**src/rtl/mc_ctrl_fsm_pkg.sv**
```systemverilog
// mc_ctrl_fsm_pkg: shared MCCPU control encodings (ALU ops, states, opcodes, functs, mux selects)
package mc_ctrl_fsm_pkg;
  localparam int OP_W = 6;
  localparam int FN_W = 6;
  localparam logic [3:0] ALU_NOP = 4'd0, ALU_ADD = 4'd1, ALU_SUB = 4'd2, ALU_AND = 4'd3,
                         ALU_OR = 4'd4, ALU_NOR = 4'd5, ALU_SLT = 4'd6, ALU_SLTU = 4'd7,
                         ALU_SLL = 4'd8, ALU_SRL = 4'd9, ALU_SLLV = 4'd10, ALU_SRLV = 4'd11,
                         ALU_LUI = 4'd12;
  typedef enum logic [2:0] {S_IF = 3'd0, S_ID = 3'd1, S_EXE = 3'd2, S_MEM = 3'd3, S_WB = 3'd4} state_t;
  localparam logic [OP_W-1:0] OP_RTYPE = 6'h00, OP_J = 6'h02, OP_JAL = 6'h03, OP_BEQ = 6'h04,
                              OP_BNE = 6'h05, OP_ADDI = 6'h08, OP_SLTI = 6'h0a, OP_ANDI = 6'h0c,
                              OP_ORI = 6'h0d, OP_LUI = 6'h0f, OP_LW = 6'h23, OP_SW = 6'h2b;
  localparam logic [FN_W-1:0] FN_SLL = 6'h00, FN_SRL = 6'h02, FN_SLLV = 6'h04, FN_SRLV = 6'h06,
                              FN_ADD = 6'h20, FN_ADDU = 6'h21, FN_SUB = 6'h22, FN_SUBU = 6'h23,
                              FN_AND = 6'h24, FN_OR = 6'h25, FN_NOR = 6'h27, FN_SLT = 6'h2a,
                              FN_SLTU = 6'h2b;
  localparam logic [1:0] RD_RT = 2'd0, RD_RD = 2'd1, RD_RA = 2'd2;
  localparam logic [1:0] M2R_ALU = 2'd0, M2R_MDR = 2'd1, M2R_PC = 2'd2;
  localparam logic [1:0] SA_PC = 2'd0, SA_RS = 2'd1, SA_SHAMT = 2'd2;
  localparam logic [1:0] SB_RT = 2'd0, SB_4 = 2'd1, SB_IMM = 2'd2, SB_IMM2 = 2'd3;
  localparam logic [1:0] PC_ALU = 2'd0, PC_BR = 2'd1, PC_JMP = 2'd2;
endpackage

```
**src/rtl/mc_ctrl_fsm_if.sv**
```systemverilog
// mc_ctrl_fsm_if: controller <-> datapath/memory signal bundle
interface mc_ctrl_fsm_if;
  import mc_ctrl_fsm_pkg::*;
  logic [OP_W-1:0] Op;
  logic [FN_W-1:0] Funct;
  logic Zero, mem_rdy;
  logic mem_req, IorD, MemWrite, IRWrite, PCWrite, RegWrite, illegal;
  logic [1:0] PCSource, RegDst, MemtoReg, ALUSrcA, ALUSrcB;
  logic [3:0] ALUOp;
  logic [2:0] state;
  modport master (input Op, Funct, Zero, mem_rdy,
                  output mem_req, IorD, MemWrite, IRWrite, PCWrite, PCSource, RegWrite,
                         RegDst, MemtoReg, ALUSrcA, ALUSrcB, ALUOp, illegal, state);
  modport slave (output Op, Funct, Zero, mem_rdy,
                 input mem_req, IorD, MemWrite, IRWrite, PCWrite, PCSource, RegWrite,
                       RegDst, MemtoReg, ALUSrcA, ALUSrcB, ALUOp, illegal, state);
endinterface

```
**src/rtl/mc_alu_dec.sv**
```systemverilog
// mc_alu_dec: combinational (state, Op, Funct) -> ALUOp / illegal map
module mc_alu_dec
  import mc_ctrl_fsm_pkg::*;
(
  input  state_t          state,
  input  logic [OP_W-1:0] op,
  input  logic [FN_W-1:0] fn,
  output logic [3:0]      alu_op,
  output logic            illegal
);
  logic [3:0] f_op, i_op;
  logic f_ok, i_ok;
  always_comb begin
    f_op = ALU_NOP;
    f_ok = 1'b1;
    case (fn)
      FN_ADD, FN_ADDU: f_op = ALU_ADD;
      FN_SUB, FN_SUBU: f_op = ALU_SUB;
      FN_AND:          f_op = ALU_AND;
      FN_OR:           f_op = ALU_OR;
      FN_NOR:          f_op = ALU_NOR;
      FN_SLT:          f_op = ALU_SLT;
      FN_SLTU:         f_op = ALU_SLTU;
      FN_SLL:          f_op = ALU_SLL;
      FN_SRL:          f_op = ALU_SRL;
      FN_SLLV:         f_op = ALU_SLLV;
      FN_SRLV:         f_op = ALU_SRLV;
      default:         f_ok = 1'b0;
    endcase
    i_op = ALU_NOP;
    i_ok = 1'b1;
    case (op)
      OP_RTYPE, OP_J, OP_JAL:   i_op = ALU_NOP;
      OP_BEQ, OP_BNE:           i_op = ALU_SUB;
      OP_ADDI, OP_LW, OP_SW:    i_op = ALU_ADD;
      OP_ANDI:                  i_op = ALU_AND;
      OP_ORI:                   i_op = ALU_OR;
      OP_SLTI:                  i_op = ALU_SLT;
      OP_LUI:                   i_op = ALU_LUI;
      default:                  i_ok = 1'b0;
    endcase
    // IF increments PC, ID precomputes the branch target; both are plain adds
    alu_op = (state == S_IF || state == S_ID) ? ALU_ADD :
             state != S_EXE ? ALU_NOP : op == OP_RTYPE ? f_op : i_op;
    illegal = (state == S_ID && !i_ok) || (state == S_EXE && op == OP_RTYPE && !f_ok);
  end
endmodule

```
**src/rtl/mc_ctrl_fsm.sv**
```systemverilog
// mc_ctrl_fsm: multi-cycle MCCPU control sequencer (IF/ID/EXE/MEM/WB)
// Optional MC_PERF_CNT_EN adds cyc_cnt/inst_cnt performance counters.
module mc_ctrl_fsm
  import mc_ctrl_fsm_pkg::*;
(
  input logic clk,
  input logic rst,
  mc_ctrl_fsm_if.master bus
`ifdef MC_PERF_CNT_EN
  ,
  output logic [31:0] cyc_cnt,
  output logic [31:0] inst_cnt
`endif
);
  state_t st, nxt;
  logic [3:0] alu_op;
  logic ill;
  logic is_r, is_j, is_jal, is_br, is_lw, is_sw;
  assign is_r   = bus.Op == OP_RTYPE;
  assign is_j   = bus.Op == OP_J;
  assign is_jal = bus.Op == OP_JAL;
  assign is_br  = bus.Op == OP_BEQ || bus.Op == OP_BNE;
  assign is_lw  = bus.Op == OP_LW;
  assign is_sw  = bus.Op == OP_SW;
  mc_alu_dec u_dec (.state(st), .op(bus.Op), .fn(bus.Funct), .alu_op(alu_op), .illegal(ill));
  always_ff @(posedge clk or posedge rst)
    if (rst) st <= S_IF;
    else     st <= nxt;
  // Everything is forced quiet while rst is high, even though st is already S_IF
  always_comb begin
    nxt          = st;
    bus.state    = st;
    bus.ALUOp    = rst ? ALU_NOP : alu_op;
    bus.illegal  = !rst && ill;
    bus.mem_req  = 1'b0;
    bus.IorD     = 1'b0;
    bus.MemWrite = 1'b0;
    bus.IRWrite  = 1'b0;
    bus.PCWrite  = 1'b0;
    bus.RegWrite = 1'b0;
    bus.PCSource = PC_ALU;
    bus.RegDst   = RD_RT;
    bus.MemtoReg = M2R_ALU;
    bus.ALUSrcA  = SA_PC;
    bus.ALUSrcB  = SB_RT;
    if (!rst)
      case (st)
        S_IF: begin
          bus.mem_req = 1'b1;
          bus.ALUSrcB = SB_4;
          bus.IRWrite = bus.mem_rdy;
          bus.PCWrite = bus.mem_rdy;
          nxt = bus.mem_rdy ? S_ID : S_IF;
        end
        S_ID: begin
          bus.ALUSrcB  = SB_IMM2;
          bus.PCWrite  = is_j || is_jal;
          bus.PCSource = (is_j || is_jal) ? PC_JMP : PC_ALU;
          bus.RegWrite = is_jal;
          bus.RegDst   = is_jal ? RD_RA : RD_RT;
          bus.MemtoReg = is_jal ? M2R_PC : M2R_ALU;
          nxt = (ill || is_j || is_jal) ? S_IF : S_EXE;
        end
        S_EXE: begin
          bus.ALUSrcA  = (is_r && (bus.Funct == FN_SLL || bus.Funct == FN_SRL)) ? SA_SHAMT : SA_RS;
          bus.ALUSrcB  = (is_r || is_br) ? SB_RT : SB_IMM;
          bus.PCSource = is_br ? PC_BR : PC_ALU;
          bus.PCWrite  = is_br && (bus.Op == OP_BEQ ? bus.Zero : !bus.Zero);
          nxt = (ill || is_br) ? S_IF : (is_lw || is_sw) ? S_MEM : S_WB;
        end
        S_MEM: begin
          bus.mem_req  = 1'b1;
          bus.IorD     = 1'b1;
          bus.MemWrite = is_sw && bus.mem_rdy;
          nxt = !bus.mem_rdy ? S_MEM : is_sw ? S_IF : S_WB;
        end
        S_WB: begin
          bus.RegWrite = 1'b1;
          bus.RegDst   = is_r ? RD_RD : RD_RT;
          bus.MemtoReg = is_lw ? M2R_MDR : M2R_ALU;
          nxt = S_IF;
        end
        default: nxt = S_IF;
      endcase
  end
`ifdef MC_PERF_CNT_EN
  always_ff @(posedge clk or posedge rst)
    if (rst) begin
      cyc_cnt  <= '0;
      inst_cnt <= '0;
    end else begin
      cyc_cnt <= cyc_cnt + 32'd1;
      if (nxt == S_IF && st != S_IF && !ill) inst_cnt <= inst_cnt + 32'd1;
    end
`endif
endmodule

```
**src/flat_wrapper.sv**
```systemverilog
// flat-port wrapper written by rule: the top's interface ports become plain ports
module mc_ctrl_fsm_flat import mc_ctrl_fsm_pkg::*;
  (clk, rst, bus_Op, bus_Funct, bus_Zero, bus_mem_rdy, bus_mem_req, bus_IorD, bus_MemWrite, bus_IRWrite, bus_PCWrite, bus_PCSource, bus_RegWrite, bus_RegDst, bus_MemtoReg, bus_ALUSrcA, bus_ALUSrcB, bus_ALUOp, bus_illegal, bus_state);
  mc_ctrl_fsm_if bus_i ();
  input logic clk;
  input logic rst;
  input wire logic [$bits(bus_i.Op)-1:0] bus_Op;
  input wire logic [$bits(bus_i.Funct)-1:0] bus_Funct;
  input wire logic [$bits(bus_i.Zero)-1:0] bus_Zero;
  input wire logic [$bits(bus_i.mem_rdy)-1:0] bus_mem_rdy;
  output wire logic [$bits(bus_i.mem_req)-1:0] bus_mem_req;
  output wire logic [$bits(bus_i.IorD)-1:0] bus_IorD;
  output wire logic [$bits(bus_i.MemWrite)-1:0] bus_MemWrite;
  output wire logic [$bits(bus_i.IRWrite)-1:0] bus_IRWrite;
  output wire logic [$bits(bus_i.PCWrite)-1:0] bus_PCWrite;
  output wire logic [$bits(bus_i.PCSource)-1:0] bus_PCSource;
  output wire logic [$bits(bus_i.RegWrite)-1:0] bus_RegWrite;
  output wire logic [$bits(bus_i.RegDst)-1:0] bus_RegDst;
  output wire logic [$bits(bus_i.MemtoReg)-1:0] bus_MemtoReg;
  output wire logic [$bits(bus_i.ALUSrcA)-1:0] bus_ALUSrcA;
  output wire logic [$bits(bus_i.ALUSrcB)-1:0] bus_ALUSrcB;
  output wire logic [$bits(bus_i.ALUOp)-1:0] bus_ALUOp;
  output wire logic [$bits(bus_i.illegal)-1:0] bus_illegal;
  output wire logic [$bits(bus_i.state)-1:0] bus_state;
  assign bus_i.Op = bus_Op;
  assign bus_i.Funct = bus_Funct;
  assign bus_i.Zero = bus_Zero;
  assign bus_i.mem_rdy = bus_mem_rdy;
  assign bus_mem_req = bus_i.mem_req;
  assign bus_IorD = bus_i.IorD;
  assign bus_MemWrite = bus_i.MemWrite;
  assign bus_IRWrite = bus_i.IRWrite;
  assign bus_PCWrite = bus_i.PCWrite;
  assign bus_PCSource = bus_i.PCSource;
  assign bus_RegWrite = bus_i.RegWrite;
  assign bus_RegDst = bus_i.RegDst;
  assign bus_MemtoReg = bus_i.MemtoReg;
  assign bus_ALUSrcA = bus_i.ALUSrcA;
  assign bus_ALUSrcB = bus_i.ALUSrcB;
  assign bus_ALUOp = bus_i.ALUOp;
  assign bus_illegal = bus_i.illegal;
  assign bus_state = bus_i.state;
  mc_ctrl_fsm u_core (.clk(clk), .rst(rst), .bus(bus_i));
endmodule
```
**config.mk**
```make
export PLATFORM = sky130hd
export DESIGN_NAME = mc_ctrl_fsm_flat
export DESIGN_NICKNAME = d
export VERILOG_FILES = /design/src/rtl/mc_ctrl_fsm_pkg.sv /design/src/rtl/mc_ctrl_fsm_if.sv /design/src/rtl/mc_alu_dec.sv /design/src/rtl/mc_ctrl_fsm.sv /design/src/flat_wrapper.sv
export SDC_FILE = /design/constraint.sdc
export NUM_CORES = 1
export LEC_CHECK = 0
export ABC_AREA = 1
export CORE_MARGIN = 2
export CORE_UTILIZATION = 37
export DETAILED_ROUTE_END_ITERATION = 6
export PLACE_DENSITY_LB_ADDON = 0.25
export SLEW_MARGIN = 30
export SYNTH_ARGS = -nofsm -noshare
export SYNTH_HDL_FRONTEND = slang
export SYNTH_SLANG_ARGS = --single-unit
```
**constraint.sdc**
```tcl
create_clock -name clk -period 1.2 [get_ports clk]
set_input_delay 0.12 -clock clk [delete_from_list [all_inputs] [get_ports clk]]
set_output_delay 0.12 -clock clk [all_outputs]
set_load 0.02 [all_outputs]
```
After elaboration in Yosys (flattened, before gate mapping)
Index checks and enable logic that the tools add are counted.

cells by class
  eq/ne operators = 28
  muxes and demuxes = 45
  reductions and logical operators = 31

operator list
  cell                                           number
  == test 6 bit, second input constant           11
  case mux 4 bit (11 select lines)               1
  == test 6 x 4 -> 1 bit, second input constant  5
  == test 6 x 3 -> 1 bit, second input constant  4
  case mux 4 bit (6 select lines)                1
  2-to-1 mux 2 bit                               11
  == test 6 x 2 -> 1 bit, second input constant  3
  2-to-1 mux 1 bit                               17
  2-to-1 mux 4 bit                               4
  OR reduction 13 bit                            1
  zero test 6 bit                                2
  2-to-1 mux 3 bit                               4
  case mux 2 bit (2 select lines)                3
  case mux 3 bit (4 select lines)                1
  OR reduction 12 bit                            1
  logical OR 1 bit                               10
  OR reduction 2 bit                             4
  logical AND 1 bit                              7
  == test 3 x 2 -> 1 bit, second input constant  2
  case mux 2 bit (3 select lines)                1
  zero test 1 bit                                4
  == test 3 x 1 -> 1 bit, second input constant  1
  == test 3 bit, second input constant           1
  zero test 3 bit                                1
  4 further kinds                                4

word-level totals
  register bits = 3
  input port bits = 16
  output and inout bits = 24

Logic depth before layout (Yosys ltp)
  depth after elaboration = 10
  depth in mapped cells = 11
  mapped depth without buffers = 11

Hierarchy
A second synthesis with hierarchy kept.

unflattened totals
  cells, all modules = 184
  area total of the unflattened synthesis = 915.9 µm²

modules (own cells, without submodules)
  module       times used  cells each  area an instance (µm²)
  mc_ctrl_fsm  1           97          498.0
  mc_alu_dec   1           87          417.9

Worst setup path after synthesis
No wires, ideal clock.

  path kind = register -> output
  start point = register u_core.st[1], in the netlist u_core.bus.state[1]
  end point = output bus_RegDst[1]
  data arrival time = 1717 ps
  required time = 1080 ps
  path slack = -637 ps
  cell stages (with the launch flop) = 7
  path through = dfrtp_1 -> nor3_2 -> nand4_1 -> nor2_1 -> nand2_1 -> inv_1 -> buf_4

between the ends
  cells in the longest elaborated chain, start to end = 3

ends and longest elaborated chain
  element                                                  RTL line            RTL
  start: declaration                                       mc_ctrl_fsm.sv:15   state_t st, nxt;
  start signal: assignment                                 mc_ctrl_fsm.sv:28   else st <= nxt;
  == test 3 bit or == test 3 x 1 -> 1 bit (tied branches)  mc_ctrl_fsm.sv:47   case (st)
  case mux 2 bit (2 select lines) *                        mc_ctrl_fsm.sv:47
  2-to-1 mux 2 bit *                                       mc_ctrl_fsm.sv:46   if (!rst)
  end: declaration                                         flat_wrapper.sv:18  output wire logic [$bits(bus_i.RegDst)-1:0] bus_RegDst;

Every way passes the cells marked *; elsewhere a longest branch is shown, timed or not.

Worst setup path after layout
  start point = register u_core.st[1], in the netlist u_core.bus.state[1]
  end point = output bus_PCWrite

between the ends
  cells in the longest elaborated chain, start to end = 3

ends and longest elaborated chain
  element                                         RTL line            RTL
  == test 3 x 2 -> 1 bit (tied with other cells)  mc_ctrl_fsm.sv:47
  case mux 1 bit (3 select lines) *               mc_ctrl_fsm.sv:47
  2-to-1 mux 1 bit *                              mc_ctrl_fsm.sv:46
  end: declaration                                flat_wrapper.sv:15  output wire logic [$bits(bus_i.PCWrite)-1:0] bus_PCWrite;

Marks and branches as above.

==> results.txt <==
- Across all hold checks on the routed design, the worst slack comes to 0.536 ns.
- Clk pin slew, worst setup/hold paths: ~0.040 ns
- In this design, the stage delay of the slowest critical-path cell is 0.42 ns.
- Slew HR: 0.743
- Max H-tree Level: 1
- Setup repair after global routing could not meet its margin everywhere.
- Across all register-to-register paths, the minimum setup slack is -0.55 ns.
- Detailed-route DRC error count: 0
- In this run the deepest clock path goes through 2 buffers.
* DP Cell Count: 265
- Num CTS Buffers: 3
- The number of antenna violations at the first check in global routing was 0.
- Nets@finish: 276
* Total setup violations reported at the end of the flow: 26
- GRT Util Overall: 0.353
- For this run, the number of Yosys warnings is 0.
* Area of the core region: 0.00217 sq mm
- Peak clock frequency supported by timing: 530 MHz
- The tree is rooted in a sky130_fd_sc_hd__clkbuf_4.
- The library cell used most frequently in the layout, excluding fill and tap cells, is sky130_fd_sc_hd__buf_4.
- Detailed-route wire length: 6360 microns
- Most common flop cell mapped by yosys: sky130_fd_sc_hd__dfrtp_1
- Worst endpoint required time: 1.08 ns
- The max-slew violation total from the final report was 0.
* EDFF count, synth: 0
* Number of global-route vias before repair: about 1,600
- Number of fill cells: 53
- STA classifies the critical path startpoint as a register.
- Entering global routing, the biggest net connects 10 pins.
- The critical path in this run is classified as reg -> out.
* Global-route wire length before repair: roughly 7000 microns
* Average detailed-routed wire length per instance: between 20 and 25 microns
- Routing usage on met3: 0.0526
- Input and output buffers added on the ports amount to 39.
- Among the stages of the critical path, the cell type that occurs most often is sky130_fd_sc_hd__buf_6.
- Violated checks: setup timing
- Final cell count without fillers: 287
- Final weighted congestion of routability-driven global placement: 0.851
- Post-detailed-placement half-perimeter wirelength: 2590 microns
- Post-route clock skew: 0.00166 ns
* Highest-utilization routing layer at the global route stage: met2
* #FFs+latches synth: 3
- The number of antenna diodes in the final layout is 0.
- In the synthesized netlist, the number of instances is between 150 and 200.
* Number of vias after detailed routing: 1,795
* Synth async-reset ratio: 1.00
* GR met2 Demand/Resource: 0.665
* Maximum vdd drop: 1.68 mV
* Gate family responsible for the most delay along the worst path: simple AND/OR/NAND/NOR gates
- Number of flip-flops under the largest register name: 3
- Class of the most critical hold timing path: in -> async
* Clock network latency to the later pin of the worst-skew pair: between 0.2 and 0.25 ns
- Worst-path maximum fanout: 3
* Share of cells above drive strength 1: 0.637
- Global-route congestion overflow total: 0
- The number of failing hold endpoints at the final stage came to 0.
- Die Outline Area: 0.00264 sq mm
- Number of clock sinks: 3
* Power density relative to cell area: 1490 mW/mm^2
- Number of library cell types mapped by synthesis: 25
- Sequential-to-total area share from yosys stat: 0.0904
- The signal on the critical path passes through buf_6, nor3_4, nand4_1, buf_4, nand3_2, nand2_2, inv_2, buf_6.
- Critical-path cell with the highest stage delay: sky130_fd_sc_hd__dfrtp_2
* Detailed-router iteration count before antenna repair: 5
- Critical path capture point type: primary output
- In the layout the commonest cells are sky130_fd_sc_hd__buf_4, sky130_fd_sc_hd__buf_6, sky130_fd_sc_hd__nand2_1.
- Multi-input gate area in the final layout: 901 sq um
- The cell area that synthesis handed to floorplanning was roughly 830 sq um.
- Data on the critical path arrives at its endpoint at 1.77 ns.
- Clock period minus worst slack: 1.89 ns
- Mean cell area of the mapped netlist: roughly 5.4 sq um
* Number of DRC markers in iteration 0: 133
- Initial core utilization: 0.383
- Row generation in the floorplan step produced 17 rows.
- Max-cap violations in this run came to 0.
- Sum of buffers and inverters on the critical path: 4
- TritonCTS built the clock tree.
- The startpoint identified for the worst register-to-register timing path is u_core.bus.state[1].
- Across all setup checks in the final design, the least slack found is -0.686 ns.
- Summed over all cells, the static leakage comes to 1.01 nW.
- In this run the remaining antenna-violating nets after routing total 0.
- Fraction of the cycle the final worst path needs: 1.57
- From synthesis to final layout, the design area changed by 150%.
- The critical path starts at u_core.bus.state[1].
* Die width: 51.4 microns
- The number of hold buffers added after CTS was 0.
- During I/O placement, the number of pins put on the boundary was 40.
- For met1 alone, demand over resource in global routing was 0.362.
- Status: finished, violations left
* Height of the chip: 51.4 microns
* Worst-margin pin slew: 0.384 ns
* Net count of the mapped netlist: 170
- The sequential cells in the finished layout cover a total of 78.8 sq um.
- After layout, the design draws a total of 3.09 mW.
- Vias per inst: 6.25
==> per-stage QoR <==
| step | util | worst slack, ns | setup TNS, ns | instance area [sq um] |
|---|---|---|---|---|
| after floorplan | - | -0.340 | -3.06 | 986 |
| after global placement | 0.798 | -0.961 | -18.66 | 1730 |
| after detailed placement | 0.798 | -1.03 | -19.69 | 1730 |
| after CTS | 0.871 | -0.555 | -9.73 | 1890 |
| after global routing | 0.958 | -0.703 | -14.18 | 2080 |
| final | 0.958 | -0.686 | -13.64 | 2080 |
==> synthesized netlist by cell type (all sizes together), types with 3 or more instances <==
cell   instances  area share
nor2          34        0.20
o21ai          5       0.030
nor3           9       0.066
nand3         20        0.15
dfrtp          3       0.090
nand2         38        0.19
inv           28        0.13
nand4          5       0.038
a21oi          5       0.030
==> layer usage <==
| layer | share of wire | wire (microns) |
|---|---|---|
| met1 | 0.34 | 2160 |
| met2 | 0.46 | 2930 |
| met3 | 0.094 | 600 |
| met4 | 0.11 | 669 |
| met5 | 0 | 0 |
==> timing repair <==
action / in CTS / in global routing
gates resized for setup: 170 / 33
cloned: 0 / 0
setup buffers: 11 / 10
endpoints found under the setup margin: 27 / 27
pin swaps: 14 / 11
==> worst paths after layout <==
| check | to | cells after the start |
|---|---|---|
| setup reg to reg | u_core.bus.state[2] | 10 |
| max in group asynchronous | u_core.bus.state[2] | 3 |
| hold / removal | u_core.bus.state[0] | 3 |
| min in group clk | u_core.bus.state[0] | 3 |
| hold reg to reg | u_core.bus.state[0] | 3 |
| setup / recovery | bus_PCWrite | 8 |
==> worst register-to-register path: cells and delay by family (launching register included) <==
family | cells | cell delay [ns]
buffers and inverters | 2 | 0.30
flip-flops | 1 | 0.42
AND/OR/NAND/NOR | 8 | 0.91
==> power breakdown <==
group	total, mW	leakage, nW	internal [mW]	switching [mW]
sequential	0.240	0.0354	0.152	0.0874
clock	0.186	0.0150	0.125	0.0611
combinational	2.66	0.959	1.29	1.37
==> layout make-up <==
cell class / count / area share
well taps: 28 / 0.0169
inverters: 28 / 0.0554
clock buffers: 4 / 0.0126
flip-flops and latches: 3 / 0.0379
multi-input cells: 121 / 0.433
repair buffers: 103 / 0.444
==> kinds of logic (layout without fill, tap and decap cells) <==
group | count (synthesis) | in the layout | share of synthesized area
AO/OA/AOI/OAI | 12 | 12 | 0.0858
AND/OR/NAND/NOR | 109 | 109 | 0.669
flip-flops | 3 | 3 | 0.0904
buffers and inverters | 30 | 135 | 0.155
Power figures use the tool's default switching activity.
